**src/rtl/pipe_hazard_ctrl.sv**
```systemverilog
// Y86-64 PIPE pipeline control: stall/bubble generation for F/D/E/M/W, a one-cycle
// post-reset flush, a sticky halt on exception, and saturating hazard counters.
module pipe_hazard_ctrl #(
  parameter int CNT_W = 32
) (
  input  logic             clk,
  input  logic             rst_n,
  input  logic [3:0]       D_icode,
  input  logic [3:0]       d_srcA,
  input  logic [3:0]       d_srcB,
  input  logic [3:0]       E_icode,
  input  logic [3:0]       E_dstM,
  input  logic             e_Cnd,
  input  logic [3:0]       M_icode,
  input  logic [2:0]       m_stat,
  input  logic [2:0]       W_stat,
  output logic             F_stall,
  output logic             D_stall,
  output logic             D_bubble,
  output logic             E_bubble,
  output logic             M_bubble,
  output logic             W_stall,
  output logic             W_bubble,
  output logic             halted,
  output logic [2:0]       halt_stat,
  output logic [CNT_W-1:0] cyc_cnt,
  output logic [CNT_W-1:0] lu_cnt,
  output logic [CNT_W-1:0] mp_cnt,
  output logic [CNT_W-1:0] ret_cnt
);

  localparam logic [1:0] ST_FLUSH  = 2'd0;
  localparam logic [1:0] ST_RUN    = 2'd1;
  localparam logic [1:0] ST_HALTED = 2'd2;

  localparam logic [3:0] IMRMOVQ = 4'h5;
  localparam logic [3:0] IJXX    = 4'h7;
  localparam logic [3:0] IRET    = 4'h9;
  localparam logic [3:0] IPOPQ   = 4'hB;
  localparam logic [3:0] RNONE   = 4'hF;

  localparam logic [2:0] SHLT = 3'd2;
  localparam logic [2:0] SADR = 3'd3;
  localparam logic [2:0] SINS = 3'd4;

  localparam logic [CNT_W-1:0] CNT_MAX = {CNT_W{1'b1}};
  localparam logic [CNT_W-1:0] CNT_ONE = {{(CNT_W-1){1'b0}}, 1'b1};

  function automatic logic is_exc(input logic [2:0] s);
    return (s == SHLT) || (s == SADR) || (s == SINS);
  endfunction

  // Counters stick at all-ones rather than wrapping.
  function automatic logic [CNT_W-1:0] sat_inc(input logic [CNT_W-1:0] c, input logic en);
    if (en && (c != CNT_MAX)) return c + CNT_ONE;
    return c;
  endfunction

  logic [1:0] state;
  logic       lu;
  logic       ret;
  logic       mp;

  assign lu  = ((E_icode == IMRMOVQ) || (E_icode == IPOPQ)) && (E_dstM != RNONE) &&
               ((E_dstM == d_srcA) || (E_dstM == d_srcB));
  assign ret = (D_icode == IRET) || (E_icode == IRET) || (M_icode == IRET);
  assign mp  = (E_icode == IJXX) && !e_Cnd;

  assign halted = (state == ST_HALTED);

  always_comb begin
    F_stall  = 1'b0;
    D_stall  = 1'b0;
    D_bubble = 1'b0;
    E_bubble = 1'b0;
    M_bubble = 1'b0;
    W_stall  = 1'b0;
    W_bubble = 1'b0;
    case (state)
      ST_RUN: begin
        F_stall  = lu || ret;
        D_stall  = lu;
        D_bubble = mp || (ret && !lu);
        E_bubble = mp || lu;
        M_bubble = is_exc(m_stat) || is_exc(W_stat);
        W_stall  = is_exc(W_stat);
      end
      ST_HALTED: begin
        F_stall  = 1'b1;
        D_stall  = 1'b1;
        W_stall  = 1'b1;
        E_bubble = 1'b1;
        M_bubble = 1'b1;
      end
      default: begin
        F_stall  = 1'b1;
        D_bubble = 1'b1;
        E_bubble = 1'b1;
        M_bubble = 1'b1;
        W_bubble = 1'b1;
      end
    endcase
  end

  always_ff @(posedge clk) begin
    if (!rst_n) begin
      state     <= ST_FLUSH;
      halt_stat <= 3'd0;
      cyc_cnt   <= '0;
      lu_cnt    <= '0;
      mp_cnt    <= '0;
      ret_cnt   <= '0;
    end else begin
      case (state)
        ST_FLUSH: state <= ST_RUN;
        ST_RUN: begin
          cyc_cnt <= sat_inc(cyc_cnt, 1'b1);
          lu_cnt  <= sat_inc(lu_cnt, lu);
          mp_cnt  <= sat_inc(mp_cnt, mp);
          ret_cnt <= sat_inc(ret_cnt, ret && !lu);
          if (is_exc(W_stat)) begin
            state     <= ST_HALTED;
            halt_stat <= W_stat;
          end
        end
        ST_HALTED: state <= ST_HALTED;
        default:   state <= ST_FLUSH;
      endcase
    end
  end

endmodule

```
**config.mk**
```make
export PLATFORM = sky130hd
export DESIGN_NAME = pipe_hazard_ctrl
export DESIGN_NICKNAME = d
export VERILOG_FILES = /design/src/rtl/pipe_hazard_ctrl.sv
export SDC_FILE = /design/constraint.sdc
export NUM_CORES = 1
export LEC_CHECK = 0
export CORE_ASPECT_RATIO = 0.75
export CORE_MARGIN = 4
export CORE_UTILIZATION = 40
export CTS_BUF_LIST = sky130_fd_sc_hd__clkbuf_16
export CTS_CLUSTER_DIAMETER = 80
export CTS_CLUSTER_SIZE = 16
export DETAILED_ROUTE_END_ITERATION = 10
export HOLD_SLACK_MARGIN = 0.1
export PLACE_DENSITY = 0.67
export SLEW_MARGIN = 30
export SYNTH_ARGS = -nofsm -noshare
export SYNTH_HDL_FRONTEND = slang
export SYNTH_SLANG_ARGS = --single-unit
```
**constraint.sdc**
```tcl
create_clock -name clk -period 3.8 [get_ports clk]
set_input_delay 0.38 -clock clk [delete_from_list [all_inputs] [get_ports clk]]
set_output_delay 0.38 -clock clk [all_outputs]
set_load 0.01 [all_outputs]
```
==> flow_metrics.py, run 1 <==
metrics = {
    "status": {
        "status": "complete, no violations",
    },
    "logic_synthesis": {
        "synth_xor_area_share_pct": 9.352,
        "synth_compound_area_share_pct": 10.41,
        "synthTopCellsByArea": "dfxtp_1 (39%), nor2_1 (5.2%), xnor2_1 (4.8%), xor2_1 (4.5%), nand2_1 (4.3%)",
        "async_flop_share_pct": 0,
        "ys.warnings.count": 0,
        "ys_seq_area_share_pct": 39.49,
        "ys_ff_latch": 133,
        "synthCells": 822,
        "synthSimpleGateAreaFrac_pct": 34.59,
        "synth_cell_types": 59,
        "syn_area_um2": 6743,
        "avgSynthCellArea_um2": 8.203,
        "syn-num-nets": 862,
        "synth_top_area_share_pct": 39.49,
        "synth_top_area_cell": "dfxtp_1",
        "synth_top_family_by_area": "simple AND/OR/NAND/NOR gates",
        "synth.area.mux_share_pct": 2.078,
        "synth-edff-count": 0,
        "synthAdderAreaFrac_pct": 1.299,
        "synthFlopType": "dfxtp_1",
    },
    "sta": {
        "final-setup-viol-count": 0,
        "worst_pin_slew_ps": 788.0,
        "slew_headroom_pct": 47.02,
        "drv_slew": 0,
        "period_share_pct": 74.48,
        "rsz0062_at_grt": "no",
        "min_period_ps": 2830,
        "fmax_mhz": 353.3,
        "fin_tns_setup_ps": 0,
        "clock_skew_ps": 8.086,
        "finalHoldViolCount": 0,
    },
    "worst_hold_path": {
        "min_to": "lu_cnt[1]$_SDFFE_PN0P_",
        "holdPathStages": 3,
        "min_from": "rst_n",
        "hold_path_class": "in2reg",
    },
    "routing": {
        "drt_iter0_drc": 347,
        "dr.pass1.iters": 4,
        "wl_per_cell_um": 15.45,
        "antenna_left": 0,
        "vias": 6540,
        "routed_wl_mm": 18.68,
        "drc": 0,
        "drt-vias-per-instance": 5.409,
    },
    "die": {
        "num_rows": 40,
        "start_util_pct": 41.45,
        "dieHeight_um": 120.4,
        "die_area_um2": 19020,
        "core_area_um2": 16270,
        "die-width_um": 157.9,
        "ios": 172,
    },
    "clock_tree": {
        "clk_latency_ps": 410,
        "cts_sinks": 133,
        "h-tree-depth": 4,
        "cts_tree": "built",
        "cts_setup_buffers": 0,
        "cts_root_buf": "clkbuf_16",
        "cts_max_path_buffers": 2,
        "clkTransAtPathRegs_ps": 60,
        "cts_made_buffers": 17,
        "holdBufCountCts": 0,
        "cts.repair.resized": 0,
    },
    "final_layout": {
        "layout_commonest_cell": "clkdlybuf4s50_1",
        "fillCellCount": 1511,
        "final_core_util_pct": 57.18,
        "syn_to_final_growth_pct": 37.95,
        "final_cell_mix": "clkdlybuf4s50_1 (170), dfxtp_1 (133), nor2_1 (94), nand2_1 (78), nand3_1 (58)",
        "drive_above_1_share_pct": 5.706,
        "diodes": 0,
        "fin_nets": 1026,
    },
    "global_route": {
        "grtUsageMet1_pct": 27.80,
        "grt_pass1_wl_mm": 30.74,
        "antenna_found_initial": 0,
        "grt_max_degree": 64,
        "met2_usage_pct": 29.76,
        "busiest_layer": "met2",
        "grtUsageMet3_pct": 5.474,
        "grt_pass1_vias": 6012,
        "grt_overflow": 0,
        "grt_use_total_pct": 19.67,
    },
    "power": {
        "p_per_area_nw_per_um2": 403.6,
        "vdd_drop_max_uv": 220.0,
        "power_leakage_nw": 3.138,
    },
    "run": {
        "cap_violations": 0,
    },
    "placed_design": {
        "dp_hpwl_mm": 13.59,
        "port_buffers": 171,
        "gp_congestion": 0.8477,
    },
    "setup_path": {
        "r2r-end": "mp_cnt[28]$_SDFFE_PN0P_",
        "crit_path_start_kind": "input pin",
        "r2r_start": "state[1]$_SDFFE_PN0P_",
        "cp.required_ps": 3420,
        "arrival_ps": 2450,
        "worstSetupPathType": "in2out",
        "crit_path_start": "E_dstM[3]",
        "r2r_setup_slack_ps": 1210,
        "path_max_fanout": 4,
        "rr_worst_depth": 8,
        "crit_path_end_kind": "output port",
    },
}
worst max-delay path, stage by stage:
cell,delay (ps)
clkdlybuf4s50_1,540
xnor2_1,150
nand4_1,160
a21oi_1,420
o22ai_1,160
nor2_1,110
a21oi_1,50
clkdlybuf4s50_1,490
registers in the layout, indices dropped and copies added (netlist names):
register,cells
lu_cnt,32
halt_stat,3
ret_cnt,32
state,2
mp_cnt,32
cyc_cnt,32
power breakdown:
group,internal [mW],total [mW],switching (mW)
registers,1.42,1.44,0.0258
logic,0.208,0.465,0.257
clock network,1.22,1.85,0.620
total,2.85,3.75,0.903
layout make-up:
| type | instances | area [um^2] | share of cell area [%] |
|---|---|---|---|
| Timing Repair Buffer | 177 | 1764 | 18.97 |
| Inverter | 15 | 57.56 | 0.6188 |
| Sequential cell | 133 | 2663 | 28.63 |
| Multi-Input combinational cell | 642 | 3892 | 41.85 |
| Clock inverter | 15 | 236.5 | 2.542 |
| Clock buffer | 17 | 425.4 | 4.574 |
| Tap cell | 210 | 262.8 | 2.825 |
worst max path at each step:
stage | endpoint | slack, ps | cells after the start
CTS | D_bubble | 920 | 8
finish | D_bubble | 970 | 8
global placement | mp_cnt[29]$_SDFFE_PN0P_ | 870 | 7
floorplan | mp_cnt[28]$_SDFFE_PN0P_ | 1660 | 8
global route | D_bubble | 820 | 8
detailed placement | mp_cnt[28]$_SDFFE_PN0P_ | 770 | 7
per-layer routing:
layer,vias up,share of wire [%]
met1,3052,49
li1,3304,-
met4,0,0.99
met2,170,44
met3,14,6.3
met5,-,0
through the flow:
| step | worst slack, ps | hold slack [ps] | power [mW] | instances | area [um^2] |
|---|---|---|---|---|---|
| final | 969.8 | 436.7 | 3.754 | 1209 | 9301 |
| after global routing | 816.9 | 455.2 | 3.907 | 1209 | 9301 |
| after CTS | 923.1 | 417.4 | 3.794 | 1209 | 9301 |
| after detailed placement | 770.0 | 484.0 | 1.944 | 1177 | 8640 |
| after global placement | 874.4 | 478.4 | 1.937 | 1177 | 8640 |
| after floorplan | 1658 | 470.3 | 1.706 | 822 | 6743 |
kinds of logic (layout without fill, tap and decap cells):
family | Yosys count | after routing
adders and majority gates | 7 | 7
xor gates and xnor gates | 72 | 72
DFF | 133 | 133
buffers and inverters | 47 | 224
and+or+nand+nor | 430 | 430
AOI/OAI and AO/OA | 119 | 119
muxes | 14 | 14
Yosys cell counts, drive strengths merged, types with 10 or more instances:
cell type	n
mux2i	14
and3	20
nand2	79
clkbuf	28
or3	27
nand2b	18
nor3	29
xor2	35
nor2	94
a21oi	49
o31ai	10
or4	13
o21ai	31
nand3	58
dfxtp	133
inv	14
and4	18
nand4	38
xnor2	37
(Power assumes the default switching activity.)
==> run 2: changes to the inputs <==
--- a/config.mk
+++ b/config.mk
@@ -13,7 +13,7 @@
 export CTS_CLUSTER_SIZE = 16
 export DETAILED_ROUTE_END_ITERATION = 10
 export HOLD_SLACK_MARGIN = 0.1
-export PLACE_DENSITY = 0.67
+export PLACE_DENSITY = 0.7
 export SLEW_MARGIN = 30
 export SYNTH_ARGS = -nofsm -noshare
 export SYNTH_HDL_FRONTEND = slang
==> constraint.sdc (replaced) <==
create_clock -name clk -period 2.3 [get_ports clk]
set_input_delay 0.23 -clock clk [delete_from_list [all_inputs] [get_ports clk]]
set_output_delay 0.23 -clock clk [all_outputs]
set_load 0.01 [all_outputs]
==> flow_metrics.py, run 2 (same netlist as run 1, synthesis figures left out) <==
metrics = {
    "status": {
        "status": "complete, no violations",
    },
    "placed_design": {
        "place_area_um2": 9185,
        "gp_congestion": 0.8357,
        "placedCellCount": 1248,
        "pre_cts_slack_ps": -383.7,
        "dp_hpwl_mm": 14.13,
        "port_buffers": 171,
    },
    "sta": {
        "worst_pin_slew_ps": 512.5,
        "rsz0062_at_grt": "yes",
        "final-setup-viol-count": 0,
        "slew_headroom_pct": 65.79,
        "finalHoldViolCount": 0,
        "drv_slew": 0,
        "clock_skew_ps": 12.37,
        "period_share_pct": 99.24,
        "setup_slack_ps": 17.51,
        "fmax_mhz": 438.1,
        "min_period_ps": 2282,
    },
    "global_route": {
        "antenna_found_initial": 0,
        "grt_overflow": 0,
        "grt_max_degree": 52,
        "grt_pass1_wl_mm": 31.71,
        "grt_pass1_vias": 6325,
        "grt_use_total_pct": 20.13,
    },
    "routing": {
        "routed_wl_mm": 19.35,
        "drt-vias-per-instance": 5.407,
        "drt_iter0_drc": 366,
        "antenna_left": 0,
        "vias": 6921,
        "drc": 0,
        "wl_per_cell_um": 15.12,
        "dr.pass1.iters": 5,
    },
    "setup_path": {
        "crit_path_end_kind": "register",
        "r2r_setup_slack_ps": 80,
        "path_max_fanout": 10,
        "r2r_start": "ret_cnt[9]$_SDFFE_PN0P_",
        "worstSetupPathType": "in2reg",
        "arrival_ps": 2630,
        "cp.required_ps": 2650,
        "crit_path_start": "E_icode[2]",
        "crit_path_start_kind": "input pin",
    },
    "clock_tree": {
        "cts_made_buffers": 17,
        "cts_root_buf": "clkbuf_16",
        "clkTransAtPathRegs_ps": 60,
        "holdBufCountCts": 0,
        "h-tree-depth": 4,
        "cts_tree": "built",
        "cts_sinks": 133,
        "clk_latency_ps": 420,
        "cts_max_path_buffers": 2,
    },
    "die": {
        "start_util_pct": 41.45,
        "dieHeight_um": 120.4,
        "num_rows": 40,
        "die-width_um": 157.9,
        "die_area_um2": 19020,
        "ios": 172,
        "core_area_um2": 16270,
    },
    "power": {
        "vdd_drop_max_uv": 476.1,
        "p_per_area_nw_per_um2": 610.2,
        "power_leakage_nw": 3.467,
    },
    "final_layout": {
        "syn_to_final_growth_pct": 45.31,
        "fillCellCount": 1427,
        "final_cell_mix": "clkdlybuf4s50_1 (166), dfxtp_1 (133), nor2_1 (94), nand2_1 (77), buf_4 (74)",
        "stdcell_count": 1280,
        "diodes": 0,
        "fin_nets": 1097,
        "layout_commonest_cell": "clkdlybuf4s50_1",
        "post-route-cell-area_um2": 9798,
        "drive_above_1_share_pct": 12.43,
    },
    "worst_hold_path": {
        "min_from": "rst_n",
        "hold_path_class": "in2reg",
    },
    "run": {
        "cap_violations": 0,
    },
}
## run 2: critical path, stage by stage
cell             delay [ps]
clkdlybuf4s50_1         490
and3b_1                 180
o211ai_1                250
a21oi_2                  60
buf_4                   160
or4_4                   610
or4_1                   510
a21oi_1                 150
## run 2: metrics by stage
stage                     power [mW]  hold slack, ps  setup TNS (ps)  utilization (%)
after floorplan                2.819           320.3               0                -
after global placement         3.272           471.1           -5273            56.47
after detailed placement       3.284           474.7           -7310            56.47
after CTS                      6.016           401.1               0            60.17
after global routing           6.186           429.2          -190.4            60.24
final                          5.979           426.1               0            60.24
## run 2: worst paths after layout
| path | cells after the start | to |
|---|---|---|
| worst min register to register | 2 | halt_stat[1]$_SDFFE_PN0P_ |
| worst max register to register | 6 | ret_cnt[31]$_SDFFE_PN0P_ |
| worst min-delay path | 4 | lu_cnt[14]$_SDFFE_PN0P_ |
| worst max-delay path | 8 | ret_cnt[31]$_SDFFE_PN0P_ |
## run 2: layer usage
layer  GRT usage, %  routed length [um]
met1          28.30                9367
met2          30.66                8540
met3          5.331                1219
met4          5.159                 226
met5              0                   0
## run 2: where the power goes
| group | leakage (nW) | switching (mW) | internal, mW |
|---|---|---|---|
| sequential | 1.07 | 0.0293 | 2.34 |
| combinational | 2.11 | 0.471 | 0.393 |
| clock | 0.285 | 1.05 | 1.69 |
## run 2: final cells by class
class,instances,area [um^2],area share [%]
flip-flops and latches,133,2663,27.17
well taps,210,262.8,2.682
clock inverters,15,165.2,1.686
repair buffers,248,2308,23.56
inverters,15,57.56,0.5874
multi-input cells,642,3916,39.97
clock buffers,17,425.4,4.342
## run 2: timing repair
| action | 4_1_cts | 5_1_grt |
|---|---|---|
| pin swaps | 0 | 2 |
| gates resized for setup | 7 | 4 |
| setup endpoints to repair | 5 | 8 |
| buffers inserted | 0 | 0 |
| gates cloned | 0 | 0 |
==> run 3: changes to the inputs <==
--- a/config.mk
+++ b/config.mk
@@ -5,7 +5,7 @@
 export SDC_FILE = /design/constraint.sdc
 export NUM_CORES = 1
 export LEC_CHECK = 0
-export CORE_ASPECT_RATIO = 0.75
+export CORE_ASPECT_RATIO = 0.6
 export CORE_MARGIN = 4
 export CORE_UTILIZATION = 40
 export CTS_BUF_LIST = sky130_fd_sc_hd__clkbuf_16
==> flow_metrics.py, run 3 (same netlist as run 1, synthesis figures left out) <==
metrics = {
    "die": {
        "start_util_pct": 41.12,
        "die_area_um2": 19070,
        "ios": 172,
        "dieHeight_um": 108.6,
        "core_area_um2": 16400,
        "die-width_um": 175.6,
        "num_rows": 36,
    },
    "sta": {
        "drv_slew": 0,
        "finalHoldViolCount": 0,
        "slew_headroom_pct": 65.01,
        "fmax_mhz": 438.9,
        "period_share_pct": 99.06,
        "clock_skew_ps": 13.84,
        "worst_pin_slew_ps": 522.9,
        "fin_tns_setup_ps": 0,
        "min_period_ps": 2278,
        "final-setup-viol-count": 0,
    },
    "global_route": {
        "grt_use_total_pct": 20.56,
        "grt_max_degree": 66,
        "grt_pass1_wl_mm": 32.05,
        "antenna_found_initial": 0,
        "grt_overflow": 0,
        "grt_pass1_vias": 6243,
    },
    "setup_path": {
        "worstSetupPathType": "in2reg",
        "r2r_start": "ret_cnt[0]$_SDFFE_PN0P_",
        "rr_worst_depth": 7,
        "path_max_fanout": 7,
        "cp.required_ps": 2650,
        "crit_path_start_kind": "input pin",
        "r2r_setup_slack_ps": 120,
        "arrival_ps": 2630,
        "r2r-end": "ret_cnt[21]$_SDFFE_PN0P_",
        "endpoint": "ret_cnt[21]$_SDFFE_PN0P_",
        "crit_path_end_kind": "register",
        "crit_path_start": "E_icode[3]",
    },
    "final_layout": {
        "diodes": 0,
        "fin_nets": 1098,
        "fillCellCount": 1436,
        "syn_to_final_growth_pct": 46.61,
        "regArea_um2": 2663,
        "multiInputGateArea_um2": 3966,
        "final_cell_mix": "clkdlybuf4s50_1 (163), dfxtp_1 (133), nor2_1 (94), nand2_1 (77), buf_4 (74)",
        "layout_commonest_cell": "clkdlybuf4s50_1",
        "post-route-cell-area_um2": 9886,
        "drive_above_1_share_pct": 13.38,
    },
    "clock_tree": {
        "cts_made_buffers": 17,
        "clk_latency_ps": 420,
        "cts_max_path_buffers": 2,
        "cts_tree": "built",
        "cts_root_buf": "clkbuf_16",
        "clkTransAtPathRegs_ps": 60,
        "holdBufCountCts": 0,
        "cts_sinks": 133,
        "h-tree-depth": 4,
    },
    "run": {
        "cap_violations": 0,
    },
    "routing": {
        "drc": 0,
        "antenna_left": 0,
        "vias": 6840,
        "drt_iter0_drc": 516,
        "wl_per_cell_um": 15.19,
        "drt-vias-per-instance": 5.274,
        "routed_wl_mm": 19.71,
        "dr.pass1.iters": 5,
    },
    "power": {
        "p_per_area_nw_per_um2": 604.5,
        "vdd_drop_max_uv": 441.2,
        "power_leakage_nw": 3.515,
    },
    "placed_design": {
        "port_buffers": 171,
        "gp_congestion": 0.8417,
        "dp_hpwl_mm": 14.47,
        "place_area_um2": 9213,
    },
    "worst_hold_path": {
        "min_from": "rst_n",
        "hold_path_class": "in2reg",
    },
    "status": {
        "status": "complete, no violations",
    },
}
## run 3: area by class of cell
type | instances | share of cell area [%]
multi-input combinational | 642 | 40.12
sequential | 133 | 26.93
timing repair buffer | 249 | 23.55
clock buffer | 17 | 4.303
tap | 228 | 2.886
clock inverter | 13 | 1.620
inverter | 15 | 0.5822
## run 3: report_power, final
group / switching, mW / total [mW] / leakage (nW) / internal [mW]
registers: 0.0300 / 2.37 / 1.07 / 2.34
logic: 0.460 / 0.853 / 2.17 / 0.394
clock network: 1.06 / 2.75 / 0.273 / 1.69
## run 3: metal layers
layer / GRT usage (%) / part of all wire (%) / vias to the layer above
li1: - / - / 3449
met3: 5.486 / 6.6 / 21
met2: 29.33 / 41 / 192
met1: 30.36 / 51 / 3178
met5: 0 / 0 / -
met4: 5.840 / 1.4 / 0
## run 3: repair_timing
item	4_1_cts	5_1_grt
resized for setup	8	18
endpoints found under the setup margin	5	20
cloned	0	0
buffers inserted	1	1
pin swaps	0	2
## run 3: worst min path at each step
stage / endpoint / slack [ps] / cells past startpoint
after floorplan: halt_stat[1]$_SDFFE_PN0P_ / 320 / 1
after global routing: lu_cnt[30]$_SDFFE_PN0P_ / 310 / 3
after CTS: lu_cnt[22]$_SDFFE_PN0P_ / 270 / 3
final: lu_cnt[20]$_SDFFE_PN0P_ / 280 / 3
after detailed placement: halt_stat[1]$_SDFFE_PN0P_ / 470 / 2
after global placement: halt_stat[1]$_SDFFE_PN0P_ / 460 / 2
## run 3: worst max-delay path: stages
cell and delay, ps:
clkdlybuf4s50_1 480, and3b_1 210, o211ai_1 220, a21oi_1 60, buf_4 160, or4_4 610, buf_12 170, or3_1 340
a21oi_1 150
## run 3: through the flow
| stage | power, mW | hold WS [ps] | cells | util (%) | setup WS, ps |
|---|---|---|---|---|---|
| 2_1_floorplan | 2.819 | 320.3 | 822 | - | 157.7 |
| 3_3_place_gp | 3.275 | 463.0 | 1265 | 56.19 | -355.2 |
| 3_5_place_dp | 3.281 | 465.5 | 1265 | 56.19 | -356.5 |
| 4_1_cts | 6.028 | 274.4 | 1296 | 59.91 | 28.12 |
| 5_1_grt | 6.205 | 309.5 | 1297 | 60.29 | -47.19 |
| 6_report | 5.975 | 275.5 | 1297 | 60.29 | 21.71 |
==> patch 1, RTL diff (flow settings as in run 2) <==
Reset style: asynchronous (`rst_n`), changed in one clocked block.
--- a/src/rtl/pipe_hazard_ctrl.sv
+++ b/src/rtl/pipe_hazard_ctrl.sv
@@ -103,5 +103,5 @@
   end
 
-  always_ff @(posedge clk) begin
+  always_ff @(posedge clk or negedge rst_n) begin
     if (!rst_n) begin
       state     <= ST_FLUSH;
Formal check against the unedited RTL: differs if rst_n is asserted again (counterexample within 4 cycles, from zero or initial values and one cycle with rst_n low); with rst_n held inactive, the same outputs for 4 cycles.
==> patch 1 against run 2 <==
  * Clock power shrank 3%
  * Setup slack better by 81 ps
  * Synthesized area shrank 3.9%
  * Synthesized cell count is 24% lower
  * Wire length fell by 12%
  * Sequential cell count stayed put
  * Highest routed layer unchanged
  * Largest cell class is now flip-flops and latches
  * Design area is 4.3% lower
  * Total power rose by 7.8%
==> patch 1: results (changes against run 2) <==
The flow ran to the end, and the final reports show no timing, DRC or antenna violations. The most used flip-flop cell after synthesis is dfrtp_1. The clock-net power came out at 2670 uW (-3%).

The maximum VDD drop was 0.5108 mV (+7.3%); the proportion of final cell area spent on non-clock buffers was 0.2168 (-0.01879). The run gives 41 (-31%) as the count of cell types in the netlist. The routed wire length per instance was 16.21 um (+7.2%); the multi-input gate count was 466 (-27%). The final setup skew came out at 6.266 ps (-6.104 ps).

The tools report the routing usage on met1 as 0.2583 (-0.02468). The cts-stage hold buffer count was 1 (+1); the relative slew slack was 0.5848 (-0.07311). Critical register-to-register path startpoint: mp_cnt[0]. The tools report the detailed-routed wire length on met3 as 981 um (-20%). The post-cts sizing count came out at 12 (+5). For the largest net degree at the start of global routing, the log shows 69 (+33%).

The count of inverters not on the clock network in the layout is 13 (-2), and the wire length on met1 is 7981 um (-15%). The signal arrival time at the worst endpoint came out at 2500 ps (-130 ps). The multi-input gate share of the layout cell area is 0.3340 (-0.06574), and the cell area after placement is 0.008672 mm2 (-5.6%). In this run the critical register-to-register path is captured at mp_cnt[16]. The worst-case setup slack after placement is -308.3 ps (+75.48 ps). The run gives 0.8395 (+0.45%) as the placer's final routability congestion estimate.

The global-route usage over all layers is 0.1865 (-0.01486), and the number of nets in the synthesized netlist is 661 (-23%). The critical path capture point is ret_cnt[1].
## patch 1: cell count changes in the layout (fill, tap and decap cells not counted), sizes merged, moves of 13 or more
cell | before | now
buf | 78 | 36
dfrtp | 0 | 133
nand2b | 18 | 0
xnor2 | 37 | 90
mux2i | 14 | 0
nor3 | 29 | 13
or4 | 13 | 0
o21ai | 31 | 6
nand2 | 79 | 64
or3 | 27 | 5
a21oi | 49 | 7
dfxtp | 133 | 0
nor2 | 94 | 48
## patch 1: worst max-delay path, cell delays in order
cell and delay (ps):
clkdlybuf4s50_1 490, xor2_1 250, nor4_2 100, o211a_1 270, buf_4 140, buf_4 140, nor4_4 350, buf_12 190
mux2_2 330
## patch 1: stage by stage
stage,instances,utilization
detailed placement,1019,0.5571
CTS,1056,0.5991
global placement,1019,0.5571
global route,1056,0.6024
floorplan,621,-
finish,1056,0.6024
==> patch 2, RTL diff (settings of run 2) <==
Made on the original files. Set the parameter `CNT_W` to 40 (it was 32).
--- a/src/rtl/pipe_hazard_ctrl.sv
+++ b/src/rtl/pipe_hazard_ctrl.sv
@@ -2,5 +2,5 @@
 // post-reset flush, a sticky halt on exception, and saturating hazard counters.
 module pipe_hazard_ctrl #(
-  parameter int CNT_W = 32
+  parameter int CNT_W = 40
 ) (
   input  logic             clk,
Interface: changed (resized cyc_cnt, lu_cnt, mp_cnt and ret_cnt); port bits go from 172 to 204. The function was not compared with the original's and may differ.
==> patch 2 against run 2 <==
  * Combinational power grew 0.7%
  * First-iteration DRC count grew 67%
  * Design area grew 26%
  * Setup slack gained 42 ps
  * Final cell count grew 29%
  * Register-to-register slack lost 20 ps
  * Wire length grew 40%
  * Synthesized area grew 26%
  * Sequential cell count grew 32
  * Via count grew 31%
  * Total power grew 12%
  * Clock power grew 7%
  * Critical endpoint is now lu_cnt[25]
  * Largest cell class unchanged
  * Highest routed layer unchanged
==> patch 2: results (changes against run 2) <==
For this run, the leading register cell type out of synthesis is dfxtp_1. Capture endpoint of the worst hold path: lu_cnt[17]. Tracing the worst setup path back leads to its startpoint at lu_cnt[5].

The longest individual stage delay on the worst path is 440 ps (-170 ps), and the global-route usage over all layers is 0.2217 (+0.02040). The run gives 0 (unchanged) as the initial antenna violation count. The static leakage power is 0.004256 uW (+23%).

The logs give 0.3319 (+0.02532) for the fraction of met2 tracks used by global routing and 11890 um (+39%) for the wire length on met2. The detailed-routed wire length on met3 is 2027 um (+66%), and the critical-path maximum fanout is 8 (-2). Sorting the synthesized cells by area gives the leading types as dfxtp_1 (39%), xnor2_1 (5.4%), nand4_1 (5.2%). The tools report the cell area after placement as 0.01161 mm2 (+26%).

The violation count after the first detailed-route iteration was 611 (+67%); the insertion delay to the later sink of the worst-skew pair was 420 ps (about the same). The run finished with clean final reports. The critical-path cell with the highest stage delay is or3_4. The number of buffers inserted by port buffering came out at 203 (+19%).

The startpoint of the most critical hold path was rst_n. For the aggregate routed wire length, the log shows 27070 um (+40%). For the count of vias placed by the detailed router, the log shows 9038 (+31%). The portion of the post-synthesis area used by sequential elements is 0.3885 (-0.006415). Sorting the synthesized cells by how often they occur yields dfxtp_1 (165), nor2_1 (118), nand2_1 (92). The count of cell types in the netlist is 56 (-5.1%). The number of instances in the synthesized netlist is 1050 (+28%). The post-cts sizing count was 10 (+3); the detailed-route vias per instance was 5.474 (+1.2%).

The transition time at the pin with the least slew margin came out at 656.1 ps (+143.5 ps). The endpoint of the worst register-to-register path was lu_cnt[25]. The fraction of met3 tracks used by global routing came out at 0.05945 (+0.006144). The run gives 17 (unchanged) as the CTS buffer count.

The depth of the most critical reg-to-reg path is 7 (+1). The logs give 12.64 ps (+0.2664 ps) for the final setup skew and 1609 (+29%) for the number of placed cells counting well taps. The via count of the first global-routing pass is 8433 (+33%), and the routing usage on met1 is 0.3168 (+0.03379). Post-DP HPWL: 19820 um (+40%). For the largest net degree at the start of global routing, the log shows 58 (+12%).

The logs give 2590 ps (-40 ps) for the signal arrival time at the worst endpoint and 6 (+1) for the detailed-router iteration count before antenna repair. The family with the most delay on the worst path is simple AND/OR/NAND/NOR gates. Final routed DRC violation total: 0 (unchanged). The global-route wire length before repair is 43290 um (+37%), and the maximum VDD drop is 0.4736 mV (-0.51%). For the number of setup buffers added after CTS, the log shows 2 (+2). The placer's final routability congestion estimate is 0.9245 (+11%), and the worst reg-to-reg setup slack is 60 ps (-20 ps).

The cell depth of the worst min-delay path works out to 3 (-1). The share of cells above drive strength 1 is 0.1468 (+0.02252), and the wire length on met1 is 12850 um (+37%). The count of nets after finishing is 1396 (+27%).
patch 2: through the flow:
step                      hold WS, ps  setup WS, ps  total power, uW
final                           295.7         59.87             6719
after global routing            321.6        -51.82             6980
after CTS                       281.6         12.81             6785
after detailed placement        459.2        -314.7             3859
after global placement          454.0        -261.5             3844
after floorplan                 320.3         11.62             3404
patch 2: cells by family after synthesis:
logic type,share of synthesized area
XOR/XNOR,0.09373
buffers and inverters,0.03208
AO/OA/AOI/OAI,0.1061
AND/OR/NAND/NOR,0.3540
multiplexers,0.01530
flip-flops,0.3885
adder cells (fa/ha/maj),0.01030
patch 2: cell type report:
cell class	instances	area, um2
tap	282	352.8
fill	1766	8167
sequential	165	3311
clock inverter	15	170.2
clock buffer	17	425.4
inverter	20	77.57
multi-input combinational	820	5014
timing repair buffer	332	3034
patch 2: power by group:
part	switching, uW	total, uW	internal, uW
sequential	38.4	2930	2900
combinational	473	870	397
clock	1280	2920	1630
total	1790	6720	4930
